[src/rtl/sr_flag_pkg.sv]
// ----------------------------------------------------------------------------
// sr_flag_pkg
// Shared constants, the command encoding and the command decode function
// used by the SR flag arbiter and anything that needs to predict it.
// ----------------------------------------------------------------------------
package sr_flag_pkg;

    localparam int unsigned NREQ_DEF  = 4;
    localparam int unsigned NFLAG_DEF = 8;

    typedef enum logic [1:0] {
        CMD_NOP = 2'd0,
        CMD_SET = 2'd1,
        CMD_CLR = 2'd2,
        CMD_BAD = 2'd3
    } cmd_e;

    // Classify one requester command; out-of-range index or set+clr is illegal.
    function automatic cmd_e cmd_decode(
        input logic        set,
        input logic        clr,
        input int unsigned idx,
        input int unsigned nflag
    );
        if (idx >= nflag)      return CMD_BAD;
        else if (set && clr)   return CMD_BAD;
        else if (set)          return CMD_SET;
        else if (clr)          return CMD_CLR;
        else                   return CMD_NOP;
    endfunction

endpackage

[src/rtl/sr_flag_bank.sv]
// ----------------------------------------------------------------------------
// sr_flag_bank
// Bank of NFLAG SR flip-flops. Each bit is set by s, reset by r, and the
// whole bank is cleared synchronously by clear_all (which wins over s/r).
//
// Ports:
//   clk         clock, rising edge
//   reset       asynchronous active-low reset
//   i_s         per-flag set pulses
//   i_r         per-flag reset pulses
//   i_clear_all synchronous clear of every flag
//   o_q         current flag state
// ----------------------------------------------------------------------------
module sr_flag_bank #(
    parameter int unsigned NFLAG = 8
) (
    input  logic             clk,
    input  logic             reset,
    input  logic [NFLAG-1:0] i_s,
    input  logic [NFLAG-1:0] i_r,
    input  logic             i_clear_all,
    output logic [NFLAG-1:0] o_q
);

    logic [NFLAG-1:0] r_q;

    // SR storage; s and r are never both high on one bit, so order is moot.
    always_ff @(posedge clk or negedge reset) begin
        if (!reset) begin
            r_q <= '0;
        end else if (i_clear_all) begin
            r_q <= '0;
        end else begin
            r_q <= (r_q & ~i_r) | i_s;
        end
    end

    assign o_q = r_q;

endmodule

[src/rtl/sr_flag_arbiter.sv]
// ----------------------------------------------------------------------------
// sr_flag_arbiter
// Round-robin arbiter sharing a bank of SR flags among NREQ requesters.
// One command is granted per cycle and turned into a registered one-cycle
// set or reset pulse on the addressed flag; illegal commands get an err
// pulse alongside their grant instead.
//
// Ports:
//   clk        clock, rising edge
//   reset      asynchronous active-low reset
//   req        per-requester request, held until granted
//   cmd_set    per-requester set command
//   cmd_clr    per-requester clear command
//   cmd_idx    per-requester flag index, requester i at [i*IDXW +: IDXW]
//   clear_all  clear every flag and suspend arbitration this cycle
//   gnt        one-hot one-cycle grant pulse
//   err        one-cycle error pulse coincident with gnt
//   flag_s     registered set pulses to the bank
//   flag_r     registered reset pulses to the bank
//   flag_q     current flag state
// ----------------------------------------------------------------------------
module sr_flag_arbiter
    import sr_flag_pkg::*;
#(
    parameter int unsigned NREQ  = NREQ_DEF,
    parameter int unsigned NFLAG = NFLAG_DEF,
    parameter int unsigned IDXW  = $clog2(NFLAG)
) (
    input  logic                 clk,
    input  logic                 reset,
    input  logic [NREQ-1:0]      req,
    input  logic [NREQ-1:0]      cmd_set,
    input  logic [NREQ-1:0]      cmd_clr,
    input  logic [NREQ*IDXW-1:0] cmd_idx,
    input  logic                 clear_all,
    output logic [NREQ-1:0]      gnt,
    output logic [NREQ-1:0]      err,
    output logic [NFLAG-1:0]     flag_s,
    output logic [NFLAG-1:0]     flag_r,
    output logic [NFLAG-1:0]     flag_q
);

    localparam int unsigned PTRW = (NREQ > 1) ? $clog2(NREQ) : 1;

    logic [PTRW-1:0]  r_ptr;
    logic [NREQ-1:0]  r_gnt;
    logic [NREQ-1:0]  r_err;
    logic [NFLAG-1:0] r_s;
    logic [NFLAG-1:0] r_r;

    logic [NREQ-1:0]  w_elig;
    logic             w_found;
    int unsigned      w_win;
    int unsigned      w_cand;
    logic [IDXW-1:0]  w_idx;
    cmd_e             w_cmd;
    logic [PTRW-1:0]  w_ptr_nxt;
    logic [NREQ-1:0]  w_gnt_nxt;
    logic [NREQ-1:0]  w_err_nxt;
    logic [NFLAG-1:0] w_s_nxt;
    logic [NFLAG-1:0] w_r_nxt;

    // Arbitration and command decode for the next registered grant/pulse.
    always_comb begin
        // A requester holding req through its gnt cycle must not win twice.
        w_elig    = req & ~r_gnt;
        w_found   = 1'b0;
        w_win     = '0;
        w_cand    = '0;
        w_idx     = '0;
        w_cmd     = CMD_NOP;
        w_ptr_nxt = r_ptr;
        w_gnt_nxt = '0;
        w_err_nxt = '0;
        w_s_nxt   = '0;
        w_r_nxt   = '0;

        // First eligible requester at or after the pointer, wrapping.
        for (int unsigned o = 0; o < NREQ; o++) begin
            w_cand = 32'(r_ptr) + o;
            if (w_cand >= NREQ) begin
                w_cand = w_cand - NREQ;
            end
            if (!w_found && w_elig[PTRW'(w_cand)]) begin
                w_found = 1'b1;
                w_win   = w_cand;
            end
        end

        // clear_all suspends arbitration; requests simply stay pending.
        if (w_found && !clear_all) begin
            w_idx = IDXW'(cmd_idx >> (w_win * IDXW));
            w_cmd = cmd_decode(cmd_set[PTRW'(w_win)], cmd_clr[PTRW'(w_win)],
                               32'(w_idx), NFLAG);
            w_gnt_nxt[PTRW'(w_win)] = 1'b1;
            w_ptr_nxt = (w_win + 1 >= NREQ) ? '0 : PTRW'(w_win + 1);
            case (w_cmd)
                CMD_SET: w_s_nxt[w_idx] = 1'b1;
                CMD_CLR: w_r_nxt[w_idx] = 1'b1;
                CMD_BAD: w_err_nxt[PTRW'(w_win)] = 1'b1;
                default: ;
            endcase
        end
    end

    // Grant, error, pulse and pointer registers.
    always_ff @(posedge clk or negedge reset) begin
        if (!reset) begin
            r_ptr <= '0;
            r_gnt <= '0;
            r_err <= '0;
            r_s   <= '0;
            r_r   <= '0;
        end else begin
            r_ptr <= w_ptr_nxt;
            r_gnt <= w_gnt_nxt;
            r_err <= w_err_nxt;
            r_s   <= w_s_nxt;
            r_r   <= w_r_nxt;
        end
    end

    sr_flag_bank #(
        .NFLAG (NFLAG)
    ) u_bank (
        .clk         (clk),
        .reset       (reset),
        .i_s         (r_s),
        .i_r         (r_r),
        .i_clear_all (clear_all),
        .o_q         (flag_q)
    );

    assign gnt    = r_gnt;
    assign err    = r_err;
    assign flag_s = r_s;
    assign flag_r = r_r;

    // Structural guarantees on the registered outputs.
    a_gnt_onehot : assert property (@(posedge clk) disable iff (!reset)
        $onehot0(r_gnt));
    a_sr_exclusive : assert property (@(posedge clk) disable iff (!reset)
        $onehot0(r_s | r_r));
    a_err_with_gnt : assert property (@(posedge clk) disable iff (!reset)
        (r_err & ~r_gnt) == '0);

endmodule

[config.mk]
export PLATFORM = sky130hd
export DESIGN_NAME = sr_flag_arbiter
export DESIGN_NICKNAME = d
export VERILOG_FILES = /design/src/rtl/sr_flag_pkg.sv /design/src/rtl/sr_flag_bank.sv /design/src/rtl/sr_flag_arbiter.sv
export SDC_FILE = /design/constraint.sdc
export NUM_CORES = 1
export LEC_CHECK = 0
export BUFFER_PORTS_ARGS = -buffer_cell sky130_fd_sc_hd__clkbuf_2
export CORE_MARGIN = 5
export CORE_UTILIZATION = 59
export DETAILED_ROUTE_END_ITERATION = 10
export MAX_ROUTING_LAYER = met4
export PLACE_DENSITY_LB_ADDON = 0.05
export SYNTH_ARGS = -nofsm -noshare
export SYNTH_HDL_FRONTEND = slang
export SYNTH_SLANG_ARGS = --single-unit
[constraint.sdc]
create_clock -name clk -period 7.7 [get_ports clk]
set_clock_uncertainty 0.15 [all_clocks]
set_input_delay 0 -clock clk [delete_from_list [all_inputs] [get_ports clk]]
set_output_delay 0 -clock clk [all_outputs]
set_load 0.05 [all_outputs]
==> metrics.md, run 1 <==
| Metric | Value |
|---|---|
| Multi-input logic area | approximately 1600 um^2 |
| # diodes | 0 |
| Hold Fails Final Rpt | 0 |
| Max-cap viol count | 0 |
| Max_slew headroom | 42.76% |
| Fraction of registers with async set/reset | 100.0% |
| H-tree depth | 2 |
| CP max FO | 26 |
| Routed len/inst | approximately 17 um |
| Most frequent cells in the layout | clkbuf_2, dfrtp_1, nor2_1 |
| DR top layer | met4 |
| Share of post-route cells with drive strength above 1 | between 20% and 30% |
| Top delay family on crit path | simple AND/OR/NAND/NOR gates |
| Sequential element share of the synthesized area | about a third |
| Inserted Clock Buffers | 5 |
| DRT iter0 DRCs | roughly 130 |
| Row count | 24 |
| Synth Area in XOR/XNOR | 0.6702% |
| Post-CTS sizing | 0 |
| Layout Utilization | between 60% and 70% |
| Die width | between 70 and 80 um |
| Starting utilization of the core area | 60.45% |
| Complex-gate fraction of the synthesized area | between 10% and 20% |
| Core region area | between 4000 and 5000 um^2 |
| Met3 Wirelength | approximately 540 um |
| CTS tree | yes |
| Cells along the critical path | inv_1 -> ha_1 -> inv_2 -> mux4_2 -> nor2b_4 -> nor3_1 -> o21ai_2 -> ha_1 -> inv_1 -> fa_1 -> xnor2_1 -> nor2_1 -> nand2_1 -> nor4b_1 -> a211o_1 -> o31a_1 -> nand2b_1 -> nor3_1 |
| DR vias/cell | between 6 and 7 |
| IO Port Bufs | between 50 and 60 |
| GRT Residual Overflow | 0 |
| WP data required | roughly 7700 ps |
| I/O pin count | just under 60 |
| Final setup violation count | 0 |
| Drt drc | 0 |
| Synthesized netlist net count | ~330 |
| Gate Count Post-Synth | between 200 and 300 |
| Slowest stage cell, crit path | dfrtp_1 |
| Wirelength, routed | approximately 6.5 mm |
| Yosys reg bits | 34 |
| Synthesized area | between 2000 and 3000 um^2 |
| EDFF count, synth | 0 |
| Synth warn | 0 |
| Crit-path max cell delay | ~880 ps |
| Clock latency on the worst-skew pair | about 280 ps |
| Die area | roughly 6000 um^2 |
| Worst-case clock buffer depth | 2 |
| Detailed placement HPWL | about 5.1 mm |
| Final period utilization | around four fifths |
| Adder-cell share of the synthesized area | 9.382% |
| GPL Wtd Cong | 0.9968 |
| Sequential cell area | ~850 um^2 |
| Synth Area in Simple Gates | a little over a quarter |
| GRT Util Overall | around a quarter |
| CTS Root Cell | clkbuf_8 |
| Critical path capture point type | flip-flop |
| Die Ht | 76.56 um |
| Worst EP arrival | 6250 ps |
| Worst path bufs/invs | 3 |
| TritonRoute pass-1 iters | 5 |
| Slew Viols, Final | 0 |
| Setup TNS | 0 ps |
| Clock Pin Slew Worst Setup and Hold Paths | 70 ps |
| Crit Path Class | flip-flop to flip-flop |
| Final-stage net count | roughly 390 |
| Minimum clock period | 6259 ps |
| RSZ-0062 raised after global routing | no |
| Least-Margin Pin Slew | between 800 and 900 ps |
| Library cells used by synthesis | 61 |
| Critical path launch point type | flip-flop |
| Area grow syn2layout | 15.70% |
| Vias in the first global route | around 2300 |
| Metal-1 WL | 2.901 mm |
| Global-route wire length before repair | 11.11 mm |
| Outcome | finished clean |
| Initial antenna violation count | 0 |
| Ys flop type | dfrtp_1 |
| Via Count | approximately 2400 |
| Largest net degree at the start of global routing | 35 |
| Post-DRT Antenna Nets | 0 |
| Commonest non-fill, non-tap cell in the layout | clkbuf_2 |
| Multiplexer share of the synthesized area | around 6.8% |
| Clock sink total | 34 |
| Largest family of logic cells by synthesized area | simple AND/OR/NAND/NOR gates |
| Fillcell total | approximately 360 |
| Fmax | 159.8 MHz |
| Mean Syn Cell Area | slightly above 9 um^2 |
| Worst hold path class | input pin to asynchronous set/reset pin |
| WL met2 | 3.000 mm |
[worst reg2reg max path, cell delays in order, from the launching register on]
cell and delay (ps):
dfrtp_1 880, inv_1 450, ha_1 530, inv_2 90, mux4_2 380, nor2b_4 330
nor3_1 120, o21ai_2 660, ha_1 370, inv_1 100, fa_1 380, xnor2_1 200
nor2_1 280, nand2_1 100, nor4b_1 380, a211o_1 170, o31a_1 160, nand2b_1 310
nor3_1 110
[metal layers]
metal  vias up  GRT usage, %
met1      1123         31.96
met3        15         5.083
met2       121         35.02
li1       1161             -
met5         -             -
met4         0         5.944
[stage by stage]
step | instances | hold WS (ps) | setup WS, ps | area [um^2]
final | 396 | 177.2 | 1441 | 3024
after global placement | 386 | -30.59 | 1690 | 2909
after floorplan | 287 | -445.6 | 2756 | 2614
after detailed placement | 386 | -28.15 | 1538 | 2909
after CTS | 396 | 192.2 | 1521 | 3024
after global routing | 396 | 254.5 | 930.3 | 3024
[synth_stat cells (all sizes together), types with 3 or more instances]
cell type / n / share of area, %
clkbuf: 5 / 0.72
nor2: 23 / 3.3
nand3: 13 / 2.9
inv: 17 / 2.4
nor4: 6 / 1.4
nand2: 16 / 2.3
and3: 5 / 1.2
o31ai: 3 / 0.86
nand4: 4 / 0.96
and2: 6 / 1.4
dfrtp: 34 / 33
o31a: 3 / 1.0
o32ai: 3 / 1.6
ha: 18 / 8.6
nand3b: 5 / 1.4
nand2b: 6 / 1.4
mux2i: 11 / 4.2
nor3b: 3 / 0.86
mux4: 3 / 2.6
nor4b: 3 / 1.0
a21oi: 14 / 2.7
nor3: 21 / 4.0
a21o: 5 / 1.4
o21ai: 8 / 1.7
nor2b: 9 / 2.4
buf: 7 / 1.9
a31oi: 3 / 0.72
[worst paths after layout]
kind,startpoint,end,slack [ps],cells after the start
max in group asynchronous,reset,u_bank.o_q[0],6720,2
hold reg to reg,flag_s[1],u_bank.o_q[1],340,2
setup / recovery,r_ptr[0],flag_s[4],1440,18
hold / removal,reset,gnt[1],180,2
min in group clk,cmd_clr[2],err[2],210,4
setup reg to reg,r_ptr[0],flag_s[4],1440,18
[final cells by class]
class	count	area share, %
tap	52	2.151
sequential	34	28.13
clock buffer	6	2.731
multi-input combinational	224	53.95
inverter	17	2.110
clock inverter	2	0.4137
timing repair buffer	61	10.51
[what timing repair did]
| action | in CTS | in global routing |
|---|---|---|
| hold endpoints to repair | 42 | 0 |
| hold buffers | 2 | 0 |
| setup buffers | 0 | 0 |
[registers in the layout, summed over array words and instances (netlist names)]
signal / cells
err: 4
flag_r: 8
flag_s: 8
gnt: 4
r_ptr: 2
u_bank.o_q: 8
[cells by family (layout without fill, tap and decap cells)]
kind of cell             count (synthesis)  count (layout)
XOR/XNOR                                 2               2
AND/OR/NAND/NOR                        128             128
AO/OA/AOI/OAI                           61              61
adder cells (fa/ha/maj)                 19              19
flip-flops                              34              34
buffers and inverters                   29              86
multiplexers                            14              14
Power of run 1 is left out: the tool's default activity adds up to more than one toggle a clock period on the data nets, which glitch-free logic cannot reach.
==> inputs of run 2 (changes only) <==
--- a/config.mk
+++ b/config.mk
@@ -7,7 +7,7 @@
 export LEC_CHECK = 0
 export BUFFER_PORTS_ARGS = -buffer_cell sky130_fd_sc_hd__clkbuf_2
 export CORE_MARGIN = 5
-export CORE_UTILIZATION = 59
+export CORE_UTILIZATION = 55
 export DETAILED_ROUTE_END_ITERATION = 10
 export MAX_ROUTING_LAYER = met4
 export PLACE_DENSITY_LB_ADDON = 0.05
==> constraint.sdc (replaced) <==
create_clock -name clk -period 5.9 [get_ports clk]
set_clock_uncertainty 0.15 [all_clocks]
set_input_delay 0 -clock clk [delete_from_list [all_inputs] [get_ports clk]]
set_output_delay 0 -clock clk [all_outputs]
set_load 0.05 [all_outputs]
==> metrics.md, run 2 (same netlist as run 1, synthesis figures left out) <==
| Metric | Value |
|---|---|
| Outcome | finished clean |
| Routed len/inst | 16.69 um (+0.90%) |
| Fmax | 195.3 MHz (+22%) |
| Setup TNS | 0 ps (unchanged) |
| Critical path launch point type | flip-flop |
| Worst hold path class | input pin to asynchronous set/reset pin |
| Max_slew headroom | 44.66% (+1.9 points) |
| Row count | 25 (+4.2%) |
| Core region area | 4661 um^2 (+7.8%) |
| Max-cap viol count | 0 (unchanged) |
| CTS tree | yes |
| Global-route wire length before repair | 11.24 mm (+1.2%) |
| Post-CTS sizing | 0 (unchanged) |
| WP data required | 5930 ps (-1760 ps) |
| Critical path launch point | r_ptr[0] |
| Drt drc | 0 (unchanged) |
| Clock latency on the worst-skew pair | 280 ps (about the same) |
| Fillcell total | 395 (+11%) |
| Minimum clock period | 5121 ps (-1139 ps) |
| Commonest non-fill, non-tap cell in the layout | clkbuf_2 |
| Clock Pin Slew Worst Setup and Hold Paths | 70 ps (about the same) |
| Via Count | 2391 (-1.2%) |
| H-tree depth | 2 (unchanged) |
| Post-DRT Antenna Nets | 0 (unchanged) |
| Most frequent cells in the layout | clkbuf_2, dfrtp_1, nor2_1 |
| Die Ht | 78.94 um (+3.1%) |
| Critical path capture point type | flip-flop |
| CP max FO | 14 (-46%) |
| Wirelength, routed | 6.658 mm (+1.7%) |
| Detailed placement HPWL | 5.170 mm (+2.3%) |
| GRT Util Overall | 23.13% (-0.14 points) |
| Least-Margin Pin Slew | 830.0 ps (-6.862 ps) |
| # diodes | 0 (unchanged) |
| CTS Root Cell | clkbuf_8 |
| Inserted Clock Buffers | 5 (unchanged) |
| DRT iter0 DRCs | 131 (+3.1%) |
| Final setup violation count | 0 (unchanged) |
| Slew Viols, Final | 0 (unchanged) |
| Hold Fails Final Rpt | 0 (unchanged) |
| IO Port Bufs | 58 (unchanged) |
| Initial antenna violation count | 0 (unchanged) |
| Crit Path Class | flip-flop to flip-flop |
| Final period utilization | 86.79% (+5.5 points) |
| TritonRoute pass-1 iters | 5 (unchanged) |
| Starting utilization of the core area | 56.08% (-4.4 points) |
| Die area | 6231 um^2 (+6.3%) |
| GPL Wtd Cong | 0.9553 (-4.2%) |
| Share of post-route cells with drive strength above 1 | 24.06% (+0.22 points) |
| Worst EP arrival | 5150 ps (-1100 ps) |
| RR Startpoint | r_ptr[0] |
| Largest net degree at the start of global routing | 35 (unchanged) |
| Final-stage net count | 391 (+0.51%) |
| RSZ-0062 raised after global routing | no |
| Die width | 78.94 um (+3.1%) |
| Area grow syn2layout | 17.04% |
| Vias in the first global route | 2312 (+0.92%) |
| Clock sink total | 34 (unchanged) |
| I/O pin count | 59 (unchanged) |
| Worst-case clock buffer depth | 2 (unchanged) |
| GRT Residual Overflow | 0 (unchanged) |
| DR vias/cell | 5.992 (-1.9%) |
==> run 2: through the flow <==
step | setup WS [ps] | area (um^2) | utilization, % | hold slack [ps] | cells
floorplan | 956.1 | 2614 | - | -445.6 | 287
global placement | 894.0 | 2927 | 62.79 | -34.10 | 390
detailed placement | 808.6 | 2927 | 62.79 | -27.71 | 390
CTS | 787.0 | 3059 | 65.64 | 183.1 | 399
global route | 414.6 | 3059 | 65.64 | 236.2 | 399
finish | 779.2 | 3059 | 65.64 | 181.1 | 399
==> run 2: per-layer routing <==
layer	part of all wire (%)	wire (um)	track usage, %
met5	0	0	-
met4	1.1	71	4.811
met3	8.5	567	4.535
met2	46	3032	35.14
met1	45	2987	32.51
==> run 2: critical path: stages (launching register included) <==
cell and delay (ps):
dfrtp_1 370, inv_1 350, ha_1 390, inv_2 120
nand3_1 100, a21oi_1 540, o32ai_2 350, inv_1 230
ha_1 280, inv_1 90, fa_1 640, nor2b_1 340
nand4_1 200, a311oi_4 420, nand3_2 160, nor3_1 280
==> run 2: timing repair <==
action                                  in CTS  in global routing
endpoints found under the setup margin       0                  0
setup buffers                                0                  0
endpoints found under the hold margin       42                  0
hold buffers                                 2                  0
==> run 2: layout make-up <==
cell class	count	area [um^2]	area share, %
multi-input combinational	224	1632	53.33
timing repair buffer	63	332.8	10.88
clock buffer	6	82.58	2.699
clock inverter	1	30.03	0.9816
sequential	34	850.8	27.81
inverter	17	63.81	2.086
tap	54	67.56	2.209
==> run 2: final timing paths <==
path                                 end  slack [ps]  cells after the start
min in group clk                  err[2]         180                      4
hold reg to reg            u_bank.o_q[1]         360                      2
hold / removal                    err[3]         180                      2
max in group asynchronous      flag_r[0]        4920                      2
setup / recovery               flag_r[4]         780                     15
setup reg to reg               flag_r[4]         780                     15
Power of run 2 is left out for the same reason.
==> inputs of run 3 (changes only) <==
--- a/config.mk
+++ b/config.mk
@@ -6,8 +6,8 @@
 export NUM_CORES = 1
 export LEC_CHECK = 0
 export BUFFER_PORTS_ARGS = -buffer_cell sky130_fd_sc_hd__clkbuf_2
-export CORE_MARGIN = 5
-export CORE_UTILIZATION = 55
+export CORE_MARGIN = 2
+export CORE_UTILIZATION = 59
 export DETAILED_ROUTE_END_ITERATION = 10
 export MAX_ROUTING_LAYER = met4
 export PLACE_DENSITY_LB_ADDON = 0.05
==> constraint.sdc (replaced) <==
create_clock -name clk -period 6.35 [get_ports clk]
set_clock_uncertainty 0.15 [all_clocks]
set_input_delay 0 -clock clk [delete_from_list [all_inputs] [get_ports clk]]
set_output_delay 0 -clock clk [all_outputs]
set_load 0.05 [all_outputs]
==> metrics.md, run 3 (same netlist as run 1, synthesis figures left out) <==
| Metric | Value |
|---|---|
| Outcome | finished clean |
| Multi-input logic area | 1632 um^2 (unchanged) |
| RR Startpoint | r_ptr[0] |
| Minimum clock period | 5422 ps (+301.3 ps) |
| Cells along the critical path | inv_1 -> ha_1 -> inv_2 -> mux4_2 -> nor2b_4 -> or3_1 -> o21ai_2 -> ha_1 -> inv_1 -> fa_1 -> nand2b_1 -> o22ai_1 -> mux2i_1 -> nand3b_1 -> o32ai_2 -> nor3_1 |
| DR top layer | met4 |
| Clock latency on the worst-skew pair | 280 ps (about the same) |
| RSZ-0062 raised after global routing | no |
| Slew Viols, Final | 0 (unchanged) |
| Final setup violation count | 0 (unchanged) |
| Die Ht | 70.56 um (-11%) |
| Most frequent cells in the layout | clkbuf_2, dfrtp_1, nor2_1 |
| Worst R2R Setup Slack | 930 ps (+150 ps) |
| Post-CTS sizing | 0 (unchanged) |
| CTS tree | yes |
| Largest net degree at the start of global routing | 35 (unchanged) |
| Critical path launch point type | flip-flop |
| Worst hold path class | input pin to asynchronous set/reset pin |
| Routed len/inst | 15.94 um (-4.5%) |
| Final-stage net count | 391 (unchanged) |
| Inserted Clock Buffers | 5 (unchanged) |
| Critical path capture point type | flip-flop |
| GRT Residual Overflow | 0 (unchanged) |
| Critical path launch point | r_ptr[0] |
| Share of post-route cells with drive strength above 1 | 23.70% (-0.36 points) |
| DR vias/cell | 6.078 (+1.4%) |
| Metal-1 WL | 2.992 mm (+0.17%) |
| Drt drc | 0 (unchanged) |
| Crit Path Class | flip-flop to flip-flop |
| Initial antenna violation count | 0 (unchanged) |
| Hold Fails Final Rpt | 0 (unchanged) |
| Row count | 24 (-4.0%) |
| Least-Margin Pin Slew | 912.4 ps (+82.33 ps) |
| Slowest stage cell, crit path | fa_1 |
| Core region area | 4324 um^2 (-7.2%) |
| Fillcell total | 362 (-8.4%) |
| I/O pin count | 59 (unchanged) |
| Global-route wire length before repair | 10.68 mm (-5.0%) |
| Detailed placement HPWL | 4.875 mm (-5.7%) |
| GRT Util Overall | 27.46% (+4.3 points) |
| Cell depth of the worst flop-to-flop path | 16 (+1) |
| Met3 Wirelength | 419 um (-26%) |
| Max_slew headroom | 37.60% (-7.1 points) |
| H-tree depth | 2 (unchanged) |
| Crit-path max cell delay | 640 ps (about the same) |
| Hold Buf Count CTS | 2 (unchanged) |
| TritonRoute pass-1 iters | 7 (+2) |
| Die area | 4979 um^2 (-20%) |
| Commonest non-fill, non-tap cell in the layout | clkbuf_2 |
| GPL Wtd Cong | 1.021 (+6.9%) |
| DRT iter0 DRCs | 154 (+18%) |
| Vias in the first global route | 2220 (-4.0%) |
| Post-DRT Antenna Nets | 0 (unchanged) |
| Via Count | 2419 (+1.2%) |
| CTS Root Cell | clkbuf_8 |
| IO Port Bufs | 58 (unchanged) |
| Die width | 70.56 um (-11%) |
| Max-cap viol count | 0 (unchanged) |
| Final period utilization | 85.39% (-1.4 points) |
| Wirelength, routed | 6.344 mm (-4.7%) |
| Fmax | 184.4 MHz (-5.6%) |
| Clock Pin Slew Worst Setup and Hold Paths | 60 ps (about the same) |
| Setup TNS | 0 ps (unchanged) |
| WL met2 | 2.911 mm (-4.0%) |
| Crit Reg-Reg Endpoint | flag_s[5] |
| Clock sink total | 34 (unchanged) |
| Sequential cell area | 850.8 um^2 (unchanged) |
| Placed Area | 2924 um^2 (about the same) |
| WP data required | 6340 ps (+410 ps) |
| CP max FO | 16 (+2) |
| Area grow syn2layout | 16.71% |
| Worst setup path endpoint | flag_s[5] |
| # diodes | 0 (unchanged) |
| Final instance area | 3050 um^2 (-0.29%) |
| Starting utilization of the core area | 60.45% (+4.4 points) |
| Postcts setup bufs | 0 (unchanged) |
| Worst EP arrival | 5410 ps (+260 ps) |
| Worst-case clock buffer depth | 2 (unchanged) |
-- run 3: cell count changes in the layout (fill, tap and decap cells not counted) --
cell,before,now
clkbuf_8,6,5
clkbuf_1,0,2
-- run 3: per-stage QoR --
step | std cells | hold slack (ps) | setup WS (ps) | util [%]
floorplan | 287 | -445.6 | 1406 | -
global placement | 388 | -41.02 | 1049 | 67.62
detailed placement | 388 | -31.04 | 982.7 | 67.62
CTS | 398 | 176.0 | 967.3 | 70.54
global route | 398 | 235.2 | 457.8 | 70.54
finish | 398 | 195.2 | 927.9 | 70.54
-- run 3: layout make-up --
type                       instances  share of cell area, %
clock buffer                       7                  2.502
clock inverter                     1                 0.9844
inverter                          17                  2.092
multi-input combinational        224                  53.49
sequential                        34                  27.89
tap                               52                  2.133
timing repair buffer              63                  10.91
-- run 3: critical path, delay by kind of cell, from the launching register on --
family	cells	cell delay [ps]
flops	1	370
buf+inv	3	580
mux	2	700
fa+ha+maj	3	1400
simple gates	5	1060
compound gates	3	1010
-- run 3: layer usage --
metal / track usage [%] / up-vias
li1: - / 1174
met3: 5.413 / 2
met2: 42.45 / 112
met1: 39.07 / 1131
met4: 3.774 / 0
met5: - / -
-- run 3: worst min-delay path by stage --
stage,startpoint,slack (ps),end,depth (start not counted)
3_3_place_gp,reset,-40,gnt[2],1
2_1_floorplan,reset,-450,err[0],0
4_1_cts,cmd_clr[0],180,err[2],4
3_5_place_dp,reset,-30,gnt[2],1
6_report,reset,200,gnt[3],2
5_1_grt,cmd_clr[0],240,err[0],4
Power of run 3 is left out for the same reason.
